[config.mk]
export PLATFORM = sky130hd
export DESIGN_NAME = sram_ctrl
export DESIGN_NICKNAME = d
export VERILOG_FILES = /design/src/rtl/sram_ctrl_pkg.sv /design/src/rtl/sram_ctrl.sv
export SDC_FILE = /design/constraint.sdc
export NUM_CORES = 1
export LEC_CHECK = 0
export BUFFER_PORTS_ARGS = -buffer_cell sky130_fd_sc_hd__clkbuf_2
export CORE_AREA = 4 4 138 140
export CTS_CLUSTER_SIZE = 25
export DETAILED_ROUTE_END_ITERATION = 8
export DIE_AREA = 0 0 142 144
export HOLD_SLACK_MARGIN = 0.08
export PLACE_DENSITY = 0.63
export SLEW_MARGIN = 25
export SYNTH_ARGS = -nofsm -noshare
export SYNTH_HDL_FRONTEND = slang
export SYNTH_SLANG_ARGS = --single-unit
[constraint.sdc]
create_clock -name clk -period 4.1 [get_ports clk]
set_input_delay 0.205 -clock clk [delete_from_list [all_inputs] [get_ports clk]]
set_output_delay 0.205 -clock clk [all_outputs]
set_load 0.005 [all_outputs]
[src/rtl/sram_ctrl_pkg.sv]
// Shared types and helpers for the byte-wide asynchronous SRAM controller.
package sram_ctrl_pkg;

  typedef enum logic [2:0] {
    ST_IDLE,
    ST_SETUP,
    ST_STROBE,
    ST_HOLD,
    ST_DONE
  } state_e;

  // bus_size encodings; 2'd3 is handled as a word everywhere.
  localparam logic [1:0] SZ_BYTE = 2'd0;
  localparam logic [1:0] SZ_HALF = 2'd1;
  localparam logic [1:0] SZ_WORD = 2'd2;

  // Number of byte-wide SRAM cycles a bus access needs.
  function automatic logic [2:0] byte_count(input logic [1:0] size);
    case (size)
      SZ_BYTE: return 3'd1;
      SZ_HALF: return 3'd2;
      default: return 3'd4;
    endcase
  endfunction

  // Halves must be 2-byte aligned, words 4-byte aligned.
  function automatic logic is_misaligned(input logic [1:0] size, input logic [1:0] addr_lo);
    case (size)
      SZ_BYTE: return 1'b0;
      SZ_HALF: return addr_lo[0];
      default: return |addr_lo;
    endcase
  endfunction

endpackage

[src/rtl/sram_ctrl.sv]
// Femto-bus to 8-bit asynchronous SRAM sequencer. Each bus access is split
// into byte cycles of SETUP / STROBE (WAIT_CYC cycles) / HOLD, followed by a
// single DONE cycle that pulses bus_resp.
//
// Bus handshake: the requester raises bus_req with stable fields and holds it
// until it sees bus_resp; fields are latched on the accepting edge (IDLE only),
// and bus_resp is a one-cycle pulse with bus_rdata/bus_err valid alongside it.
//
// Every output is a flop. The combinational block computes the values the
// outputs must show in the *next* state, so strobes are glitch-free.
module sram_ctrl #(
  parameter int WAIT_CYC = 1,
  parameter int ADDR_W   = 19
) (
  input  logic              clk,
  input  logic              rst_n,
  input  logic              bus_req,
  input  logic              bus_we,
  input  logic [1:0]        bus_size,
  input  logic [ADDR_W-1:0] bus_addr,
  input  logic [31:0]       bus_wdata,
  output logic [31:0]       bus_rdata,
  output logic              bus_resp,
  output logic              bus_err,
  output logic              sram_ce_bar,
  output logic              sram_oe_bar,
  output logic              sram_we_bar,
  output logic [ADDR_W-1:0] sram_addr,
  output logic [7:0]        sram_dout,
  output logic              sram_doe,
  input  logic [7:0]        sram_din
);
  import sram_ctrl_pkg::*;

  if (WAIT_CYC < 1 || WAIT_CYC > 15) begin : g_bad_wait_cyc
    $error("sram_ctrl: WAIT_CYC must be in 1..15");
  end

  localparam logic [3:0] CNT_INIT = 4'(WAIT_CYC - 1);

  // Sequencing state and the request latched at the accept edge.
  state_e              state_q, state_d;
  logic [3:0]          cnt_q, cnt_d;
  logic [1:0]          idx_q, idx_d;
  logic                we_q, we_d;
  logic [1:0]          size_q, size_d;
  logic [ADDR_W-1:0]   addr_q, addr_d;
  logic [31:0]         wdata_q, wdata_d;
  logic                err_q, err_d;
  logic [31:0]         acc_q, acc_d;

  // Registered outputs.
  logic                ce_bar_q, ce_bar_d;
  logic                oe_bar_q, oe_bar_d;
  logic                we_bar_q, we_bar_d;
  logic                doe_q, doe_d;
  logic [ADDR_W-1:0]   saddr_q, saddr_d;
  logic [7:0]          dout_q, dout_d;
  logic                resp_q, resp_d;
  logic                berr_q, berr_d;
  logic [31:0]         rdata_q, rdata_d;

  logic [1:0]          idx_nx;
  logic                last_byte;

  assign idx_nx    = idx_q + 2'd1;
  assign last_byte = ({1'b0, idx_q} == (byte_count(size_q) - 3'd1));

  // Next-state and next-output logic; outputs default to the idle pattern.
  always_comb begin
    state_d  = state_q;
    cnt_d    = cnt_q;
    idx_d    = idx_q;
    we_d     = we_q;
    size_d   = size_q;
    addr_d   = addr_q;
    wdata_d  = wdata_q;
    err_d    = err_q;
    acc_d    = acc_q;
    ce_bar_d = 1'b1;
    oe_bar_d = 1'b1;
    we_bar_d = 1'b1;
    doe_d    = 1'b0;
    saddr_d  = saddr_q;
    dout_d   = dout_q;
    resp_d   = 1'b0;
    berr_d   = 1'b0;
    rdata_d  = '0;

    case (state_q)
      ST_IDLE: begin
        if (bus_req) begin
          we_d    = bus_we;
          size_d  = bus_size;
          addr_d  = bus_addr;
          wdata_d = bus_wdata;
          err_d   = is_misaligned(bus_size, bus_addr[1:0]);
          idx_d   = 2'd0;
          acc_d   = '0;
          state_d = ST_SETUP;
          // A misaligned request still spends one quiet cycle in SETUP so
          // its error response lands one edge after the accept edge.
          if (!is_misaligned(bus_size, bus_addr[1:0])) begin
            ce_bar_d = 1'b0;
            saddr_d  = bus_addr;
            if (bus_we) begin
              doe_d  = 1'b1;
              dout_d = bus_wdata[7:0];
            end
          end
        end
      end

      ST_SETUP: begin
        if (err_q) begin
          state_d = ST_DONE;
          resp_d  = 1'b1;
          berr_d  = 1'b1;
        end else begin
          state_d  = ST_STROBE;
          cnt_d    = CNT_INIT;
          ce_bar_d = 1'b0;
          doe_d    = we_q;
          if (we_q) we_bar_d = 1'b0;
          else      oe_bar_d = 1'b0;
        end
      end

      ST_STROBE: begin
        ce_bar_d = 1'b0;
        doe_d    = we_q;
        if (cnt_q == 4'd0) begin
          // This edge ends the strobe: read data is sampled here.
          state_d = ST_HOLD;
          if (!we_q) acc_d[{idx_q, 3'b000} +: 8] = sram_din;
        end else begin
          cnt_d = cnt_q - 4'd1;
          if (we_q) we_bar_d = 1'b0;
          else      oe_bar_d = 1'b0;
        end
      end

      ST_HOLD: begin
        if (last_byte) begin
          state_d = ST_DONE;
          resp_d  = 1'b1;
          rdata_d = acc_q;
        end else begin
          state_d  = ST_SETUP;
          idx_d    = idx_nx;
          ce_bar_d = 1'b0;
          saddr_d  = addr_q + ADDR_W'(idx_nx);
          doe_d    = we_q;
          if (we_q) dout_d = wdata_q[{idx_nx, 3'b000} +: 8];
        end
      end

      ST_DONE: begin
        state_d = ST_IDLE;
      end

      default: begin
        state_d = ST_IDLE;
      end
    endcase
  end

  // Sequencer state and latched request.
  always_ff @(posedge clk or negedge rst_n) begin
    if (!rst_n) begin
      state_q <= ST_IDLE;
      cnt_q   <= '0;
      idx_q   <= '0;
      we_q    <= 1'b0;
      size_q  <= SZ_BYTE;
      addr_q  <= '0;
      wdata_q <= '0;
      err_q   <= 1'b0;
      acc_q   <= '0;
    end else begin
      state_q <= state_d;
      cnt_q   <= cnt_d;
      idx_q   <= idx_d;
      we_q    <= we_d;
      size_q  <= size_d;
      addr_q  <= addr_d;
      wdata_q <= wdata_d;
      err_q   <= err_d;
      acc_q   <= acc_d;
    end
  end

  // Output registers; reset forces strobes inactive and the pad undriven.
  always_ff @(posedge clk or negedge rst_n) begin
    if (!rst_n) begin
      ce_bar_q <= 1'b1;
      oe_bar_q <= 1'b1;
      we_bar_q <= 1'b1;
      doe_q    <= 1'b0;
      saddr_q  <= '0;
      dout_q   <= '0;
      resp_q   <= 1'b0;
      berr_q   <= 1'b0;
      rdata_q  <= '0;
    end else begin
      ce_bar_q <= ce_bar_d;
      oe_bar_q <= oe_bar_d;
      we_bar_q <= we_bar_d;
      doe_q    <= doe_d;
      saddr_q  <= saddr_d;
      dout_q   <= dout_d;
      resp_q   <= resp_d;
      berr_q   <= berr_d;
      rdata_q  <= rdata_d;
    end
  end

  assign sram_ce_bar = ce_bar_q;
  assign sram_oe_bar = oe_bar_q;
  assign sram_we_bar = we_bar_q;
  assign sram_doe    = doe_q;
  assign sram_addr   = saddr_q;
  assign sram_dout   = dout_q;
  assign bus_resp    = resp_q;
  assign bus_err     = berr_q;
  assign bus_rdata   = rdata_q;

endmodule
==> results of run 1 <==
-- synthesized netlist by cell type (all sizes together) (2+ instances only) --
cell type,instances
a21o,5
a21oi,5
a31oi,9
and3,33
and3b,2
and4,2
buf,18
clkbuf,20
dfrtp,158
dfstp,3
ha,8
inv,13
mux2,2
mux2i,11
mux4,8
nand2,266
nand2b,3
nand3,17
nand3b,2
nand4,6
nor2,17
nor2b,2
nor3,7
nor3b,2
nor4,2
o21ai,59
o22ai,3
o31a,2
o31ai,3
or2,2
or3,3
or3b,3
or4,3
xnor2,11
xor2,4
-- cells by family (layout without fill, tap and decap cells) --
kind of cell             Yosys count  in the layout  share of synthesized area [%]
adder cells (fa/ha/maj)            9              9                           1.70
flip-flops                       161            161                           57.0
multiplexers                      21             21                           4.42
AND/OR/NAND/NOR                  376            376                           24.1
XOR/XNOR                          15             15                           1.96
AO/OA/AOI/OAI                     92             92                           7.80
buffers and inverters             51            244                           3.04
-- flip-flops by register name (all words and copies together) (netlist names), 2 cells and up --
name	count
addr_q	19
size_q	2
idx_q	2
wdata_q	32
bus_rdata	32
cnt_q	4
acc_q	32
state_q	3
sram_addr	19
sram_dout	8
-- worst max-delay path by stage --
| stage | to | startpoint | slack, ps |
|---|---|---|---|
| after global routing | sram_addr[18] | idx_q[0] | 910 |
| after CTS | sram_addr[18] | idx_q[0] | 1150 |
| after global placement | sram_addr[18] | idx_q[0] | 1260 |
| after detailed placement | sram_addr[18] | idx_q[0] | 1190 |
| after floorplan | sram_addr[18] | idx_q[0] | 1020 |
| final | sram_addr[18] | idx_q[0] | 1150 |
-- worst max-delay path: cells and delay by family, from the launching register on --
family | cells | cell delay, ps
simple gates | 4 | 1140
buf+inv | 2 | 280
fa+ha+maj | 2 | 800
compound gates | 1 | 130
flops | 1 | 540
-- metrics by stage --
step / instance area (um^2) / setup slack [ps] / hold WS (ps) / utilization [%]
5_1_grt: 9160 / 912 / 302 / 51.3
4_1_cts: 9160 / 1150 / 260 / 51.3
3_3_place_gp: 7920 / 1260 / 233 / 44.4
3_5_place_dp: 7920 / 1190 / 234 / 44.4
6_report: 9160 / 1150 / 265 / 51.3
2_1_floorplan: 7070 / 1020 / -90.6 / -
-- metal layers --
metal	routed length, um	part of all wire [%]
met5	0	0
met4	239	1.4
met3	771	4.5
met2	8070	47
met1	7930	47
-- layout make-up --
type,count,area share (%)
repair buffers,199,14.7
clock buffers,21,4.92
clock inverters,11,1.71
flip-flops and latches,161,44.0
well taps,229,3.13
inverters,13,0.533
multi-input cells,513,31.0
-- power groups by stage --
stage	registers (mW)	clock network [mW]	logic [mW]
finish	2.43	1.63	2.05
global route	2.50	1.74	2.34
CTS	2.43	1.67	2.09
detailed placement	2.45	0	2.03
global placement	2.45	0	1.99
floorplan	2.34	0	1.47
-- placed cells by master (no fill, tap or decap), types with 3 or more instances in the layout --
cell	instances
a21o_1	5
a21oi_1	5
a31oi_1	9
and3_1	33
buf_4	6
bufinv_16	3
clkbuf_1	3
clkbuf_16	17
clkbuf_2	128
clkinv_4	4
dfrtp_1	158
dfstp_2	3
dlygate4sd3_1	63
ha_1	8
inv_1	13
mux2i_1	11
mux4_2	8
nand2_1	265
nand2b_1	3
nand3_1	16
nand4_1	6
nor2_1	17
nor3_1	4
o21ai_0	43
o21ai_1	16
o22ai_1	3
or4_1	3
xnor2_1	11
xor2_1	3
-- timing repair --
action / 4_1_cts / 5_1_grt
setup endpoints to repair: 0 / 0
hold buffers: 63 / 0
endpoints found under the hold margin: 159 / 0
==> summary.md, run 1 <==
| Metric | Value |
|---|---|
| Fill cells | 1650 |
| Max Freq | 339 MHz |
| IO Pins | 130 |
| Post-synthesis sequential area ratio | 57.0% |
| Layout Cells excl Fill | 1147 |
| Setup_tns | 0 ps |
| Clock transition at path regs | 60 ps |
| Routed WL | 17.0 mm |
| Warnings, synthesis | 0 |
| R2R depth | 9 |
| Placed cells | 1052 |
| Power Density | 667 nW/um^2 |
| Vias in the first global route | 5663 |
| Gr usage total | 17.7% |
| Clock Skews | 10.4 ps |
| CTS buffer count | 17 |
| Setup CP Type | reg2reg |
| Row count | 49 |
| Routed vias | 5610 |
| Final hold viol count | 0 |
| Width of the die | 142 um |
| Router iterations before antenna repair | 4 |
| Antenna fix cells | 0 |
| Synth area leaders | dfrtp_1 56%, nand2_1 14%, o21ai_0 3.0% |
| Met1 usage | 24.6% |
| Total Nets Final | 979 |
| Min-delay src | bus_req |
| Slew HR | 34.8% |
| Worst hold path class | in2reg |
| Share of cells above drive strength 1 | 21.4% |
| Cell Chain, Critical Path | inv_1 > ha_1 > inv_1 > fa_1 > nor2b_1 > nand3_1 > or4_1 > nand3_1 > a22o_1 |
| RSZ-0062 raised after global routing | false |
| Syn_area_per_cell | 9.76 um^2 |
| First-pass GRT wire length | 28.9 mm |
| Fin crit share | 72.0% |
| Switch Pwr | 2.25 mW |
| Post-synth top area cell | dfrtp_1 |
| Worst Tran Pin Value | 977 ps |
| Die Span Y | 144 um |
| Post-synth EDFFs | 0 |
| Slowest stage delay, CP | 540 ps |
| Slowest cell on crit path | dfrtp_1 |
| Min Tclk post-route | 2950 ps |
| Die area | 20400 um^2 |
| Global Route met3 Usage | 3.80% |
| WHS Path Cells | 4 |
| Syn nets | 799 |
| H-tree depth | 4 |
| Footprint of the multi-input gates | 2840 um^2 |
| Seq pwr share | 39.7% |
| Asr flop ratio synth | 100% |
| Routability Congestion | 0.783 |
| Setup crit start kind | flop |
| Vias/cell | 4.89 |
| Clock power frac | 26.8% |
| R2R Path End | sram_addr[18] |
| Global route overflow | 0 |
| Int Power | 3.86 mW |
| WL/cell | 14.8 um |
| Worst r2r src | idx_q[0] |
| CTS sink count | 161 |
| Switch share | 36.8% |
| Mapped cell area | 7070 um^2 |
| # Max-Cap Violations | 0 |
| Worst vdd ir | 0.344 mV |
| Distinct cells, synth | 58 |
| Cells after synthesis | 725 |
| Iter 0 DRT Violations | 268 |
| Post-CTS resize count | 0 |
| CP Data Arrival Time | 3310 ps |
| Routed Antenna Nets | 0 |
| Clk Latency, worst-skew pair | 430 ps |
| Worst hold endpoint | state_q[0] |
| Antenna violations before repair | 0 |
| Static leakage | 4.54 nW |
| CTS root buffer | clkbuf_16 |
| Starting density of the core | 39.6% |
| GR peak layer | met2 |
| Slew Limit Fails | 0 |
| Crit path capture type | flop |
| Combinational share of power | 33.5% |
| Remaining routing DRC violations | 0 |
| Hpwl dp | 11.0 mm |
| Synth top area share | 55.9% |
| Outcome | finished, final reports clean |
| Largest net degree at the start of global routing | 98 |
| FF+latch area | 4030 um^2 |
| Setup Buffers After CTS | 0 |
| Overall power | 6.11 mW |
| CTS max path bufs | 2 |
| P&R area growth vs syn | 29.5% |
| Crit Path Max Fanout | 8 |
| M2 GR Usage | 27.6% |
| Number of port buffers | 129 |
| Core ar. | 17800 um^2 |
| Count of final setup violators | 0 |
| CTS tree | done |
| Required time worst endpoint | 4460 ps |
| R2R Setup Slk | 1150 ps |
| Primary FF master, synth | dfrtp_1 |
| FF+latch count, synth | 161 |
Note: power is estimated with default switching activity, not from simulation.
==> run 2, diff against run 1 <==
--- a/config.mk
+++ b/config.mk
@@ -5,13 +5,14 @@
 export SDC_FILE = /design/constraint.sdc
 export NUM_CORES = 1
 export LEC_CHECK = 0
+export ABC_AREA = 1
 export BUFFER_PORTS_ARGS = -buffer_cell sky130_fd_sc_hd__clkbuf_2
-export CORE_AREA = 4 4 138 140
+export CORE_AREA = 4 4 142 144
 export CTS_CLUSTER_SIZE = 25
 export DETAILED_ROUTE_END_ITERATION = 8
-export DIE_AREA = 0 0 142 144
+export DIE_AREA = 0 0 146 148
 export HOLD_SLACK_MARGIN = 0.08
-export PLACE_DENSITY = 0.63
+export PLACE_DENSITY = 0.62
 export SLEW_MARGIN = 25
 export SYNTH_ARGS = -nofsm -noshare
 export SYNTH_HDL_FRONTEND = slang
==> constraint.sdc (replaced) <==
create_clock -name clk -period 2.74 [get_ports clk]
set_input_delay 0.137 -clock clk [delete_from_list [all_inputs] [get_ports clk]]
set_output_delay 0.137 -clock clk [all_outputs]
set_load 0.005 [all_outputs]
==> run 2 against run 1 <==
  * Setup slack lost 720 ps
  * Non-clock buffer count grew 7
  * Global-route usage grew 1.3 points
  * Register-to-register slack lost 720 ps
  * Die area grew 5.7%
  * Clock-buffer cell count shrank 2
  * First-iteration DRC count grew 56%
  * Clock power grew 68%
  * Synthesized cell count grew 28%
  * Combinational power grew 81%
==> summary.md, run 2 <==
| Metric | Value |
|---|---|
| Outcome | finished, final reports clean |
| Smallest hold slack | 161 ps (-104 ps) |
| Share of cells above drive strength 1 | 18.2% (-3.2 points) |
| Crit path capture type | flop |
| CTS max path bufs | 2 (unchanged) |
| Top cells by count, synth | 358 x nand2_1, 158 x dfrtp_1, 104 x nor2_1, 77 x inv_1, 54 x nand3_1 |
| Cells after synthesis | 928 (+28%) |
| Worst r2r src | idx_q[1] |
| CTS root buffer | clkbuf_16 |
| Slew Limit Fails | 0 (unchanged) |
| Clk Latency, worst-skew pair | 430 ps (about the same) |
| Primary FF master, synth | dfrtp_1 |
| Routed vias | 6549 (+17%) |
| R2R Setup Slk | 430 ps (-720 ps) |
| Router iterations before antenna repair | 6 (+2) |
| Routed Antenna Nets | 0 (unchanged) |
| Fill cells | 1764 (+6.9%) |
| Slowest stage delay, CP | 420 ps (-120 ps) |
| Static leakage | 4.97 nW (+9.3%) |
| Cell Chain, Critical Path | inv_1 > ha_1 > buf_4 > ha_1 > nand3_1 > nand2_1 > nand3_1 > or2_2 > nand3_1 > nand2_1 > nand2_1 |
| Setup Buffers After CTS | 0 (unchanged) |
| H-tree depth | 4 (unchanged) |
| CTS buffer count | 17 (unchanged) |
| Max Freq | 432 MHz (+27%) |
| First-pass GRT wire length | 33.1 mm (+14%) |
| Most numerous cell in the Yosys netlist | nand2_1 |
| Routed WL | 19.9 mm (+17%) |
| Count of final setup violators | 0 (unchanged) |
| Antenna violations before repair | 0 (unchanged) |
| Setup CP Type | reg2reg |
| Required time worst endpoint | 3110 ps (-1350 ps) |
| Critical Path Source | idx_q[1] |
| Global route overflow | 0 (unchanged) |
| Worst Tran Pin Value | 650 ps (-327 ps) |
| Row count | 50 (+2.0%) |
| CP Data Arrival Time | 2680 ps (-630 ps) |
| Gr usage total | 19.1% (+1.3 points) |
| # Max-Cap Violations | 0 (unchanged) |
| Synth top area share | 53.3% (-2.6 points) |
| RSZ-0062 raised after global routing | false |
| IO Pins | 130 (unchanged) |
| Iter 0 DRT Violations | 419 (+56%) |
| WL/cell | 14.6 um (-1.8%) |
| Syn nets | 1002 (+25%) |
| Fin crit share | 84.5% (+13 points) |
| Routability Congestion | 0.883 (+13%) |
| Remaining routing DRC violations | 0 (unchanged) |
| Syn_area_per_cell | 7.99 um^2 (-18%) |
| Most common cell after layout, fill and taps aside | nand2_1 |
| Min Tclk post-route | 2310 ps (-636 ps) |
| CTS tree | done |
| Total Nets Final | 1195 (+22%) |
| P&R area growth vs syn | 30.3% |
| Distinct cells, synth | 40 (-31%) |
| Core ar. | 18700 um^2 (+4.8%) |
| Cell family with most CP delay | simple AND/OR/NAND/NOR gates |
| Width of the die | 146 um (+2.8%) |
| Commonest cells after routing, fill and taps aside | 358 x nand2_1, 158 x dfrtp_1, 128 x clkbuf_2 |
| Hpwl dp | 13.7 mm (+24%) |
| Slew HR | 56.3% (+21 points) |
| CTS sink count | 161 (unchanged) |
| Die area | 21600 um^2 (+5.7%) |
| Worst vdd ir | 0.612 mV (+78%) |
| Layout Cells excl Fill | 1368 (+19%) |
| Power Density | 1050 nW/um^2 (+57%) |
| Worst hold path class | in2reg |
| Mapped cell area | 7410 um^2 (+4.8%) |
| Crit Path Max Fanout | 13 (+5) |
| Clock Skews | 7.85 ps (-2.52 ps) |
| Antenna fix cells | 0 (unchanged) |
| Number of port buffers | 129 (unchanged) |
| Slowest cell on crit path | dfrtp_1 |
| Clock transition at path regs | 70 ps (about the same) |
| Worst path bufs/invs | 2 (unchanged) |
| Starting density of the core | 39.6% (about the same) |
| Largest net degree at the start of global routing | 67 (-32%) |
| Synth area leaders | dfrtp_1 53%, nand2_1 18%, nor2_1 5.3% |
| Vias in the first global route | 6453 (+14%) |
| Post-synth top area cell | dfrtp_1 |
| Vias/cell | 4.79 (-2.1%) |
| Setup_tns | 0 ps (unchanged) |
| Placed cells | 1273 (+21%) |
| Setup crit start kind | flop |
| Post-synth EDFFs | 0 (unchanged) |
| Die Span Y | 148 um (+2.8%) |
| Min-delay src | bus_req |
| Warnings, synthesis | 0 (unchanged) |
| Final hold viol count | 0 (unchanged) |
| FF+latch count, synth | 161 (unchanged) |
| Asr flop ratio synth | 100% (unchanged) |
| Post-synthesis sequential area ratio | 54.4% (-2.6 points) |
## run 2: worst reg2reg max path, delay by kind of cell (launching register included)
family / cells / cell delay (ps)
buffers and inverters: 2 / 320
AND/OR/NAND/NOR: 7 / 910
adder cells (fa/ha/maj): 2 / 610
flip-flops: 1 / 420
## run 2: final timing paths
check | endpoint | cells after the start
worst min-delay path | sram_ce_bar | 4
max in group asynchronous | sram_we_bar | 3
worst min register to register | sram_dout[3] | 2
min in group asynchronous | bus_rdata[16] | 2
worst max register to register | sram_addr[9] | 11
worst max-delay path | sram_addr[9] | 11
## run 2: where the power goes
part           switching (mW)  leakage, nW  internal [mW]  total, mW
registers               0.552         2.10           3.11       3.67
clock network           0.981        0.330           1.76       2.74
logic                    2.42         2.54           1.29       3.71
total                    3.95         4.97           6.17       10.1
## run 2: final cells by class
cell class | count | area (um^2) | area share [%]
flip-flops and latches | 161 | 4030 | 41.7
clock buffers | 19 | 453 | 4.69
multi-input cells | 651 | 2920 | 30.2
repair buffers | 206 | 1410 | 14.6
clock inverters | 13 | 231 | 2.40
inverters | 84 | 315 | 3.26
well taps | 234 | 293 | 3.03
## run 2: kinds of logic (layout without fill, tap and decap cells)
group	after synthesis	after routing	synth area share, %
buffers and inverters	116	322	6.21
DFF	161	161	54.4
adders and majority gates	9	9	1.62
xor gates and xnor gates	5	5	0.591
AOI/OAI and AO/OA	91	91	7.01
and+or+nand+nor	546	546	30.2
## run 2: repair_timing
| action | in CTS | in global routing |
|---|---|---|
| gates resized for setup | 0 | 0 |
| endpoints found under the hold margin | 138 | 0 |
| hold buffers | 63 | 0 |
## run 2: layer usage
metal	up-vias	GRT usage (%)	part of all wire (%)
li1	3290	-	-
met1	3060	25.7	46
met2	173	31.7	48
met3	26	3.40	4.3
met4	0	5.74	1.6
met5	-	0	0
## run 2: stage by stage
step / cell area (um^2) / worst slack, ps / power, mW / utilization [%]
2_1_floorplan: 7410 / 12.2 / 6.11 / -
3_3_place_gp: 8340 / 537 / 7.28 / 44.6
3_5_place_dp: 8340 / 443 / 7.35 / 44.6
4_1_cts: 9660 / 424 / 10.2 / 51.6
5_1_grt: 9660 / 208 / 10.9 / 51.6
6_report: 9660 / 426 / 10.1 / 51.6
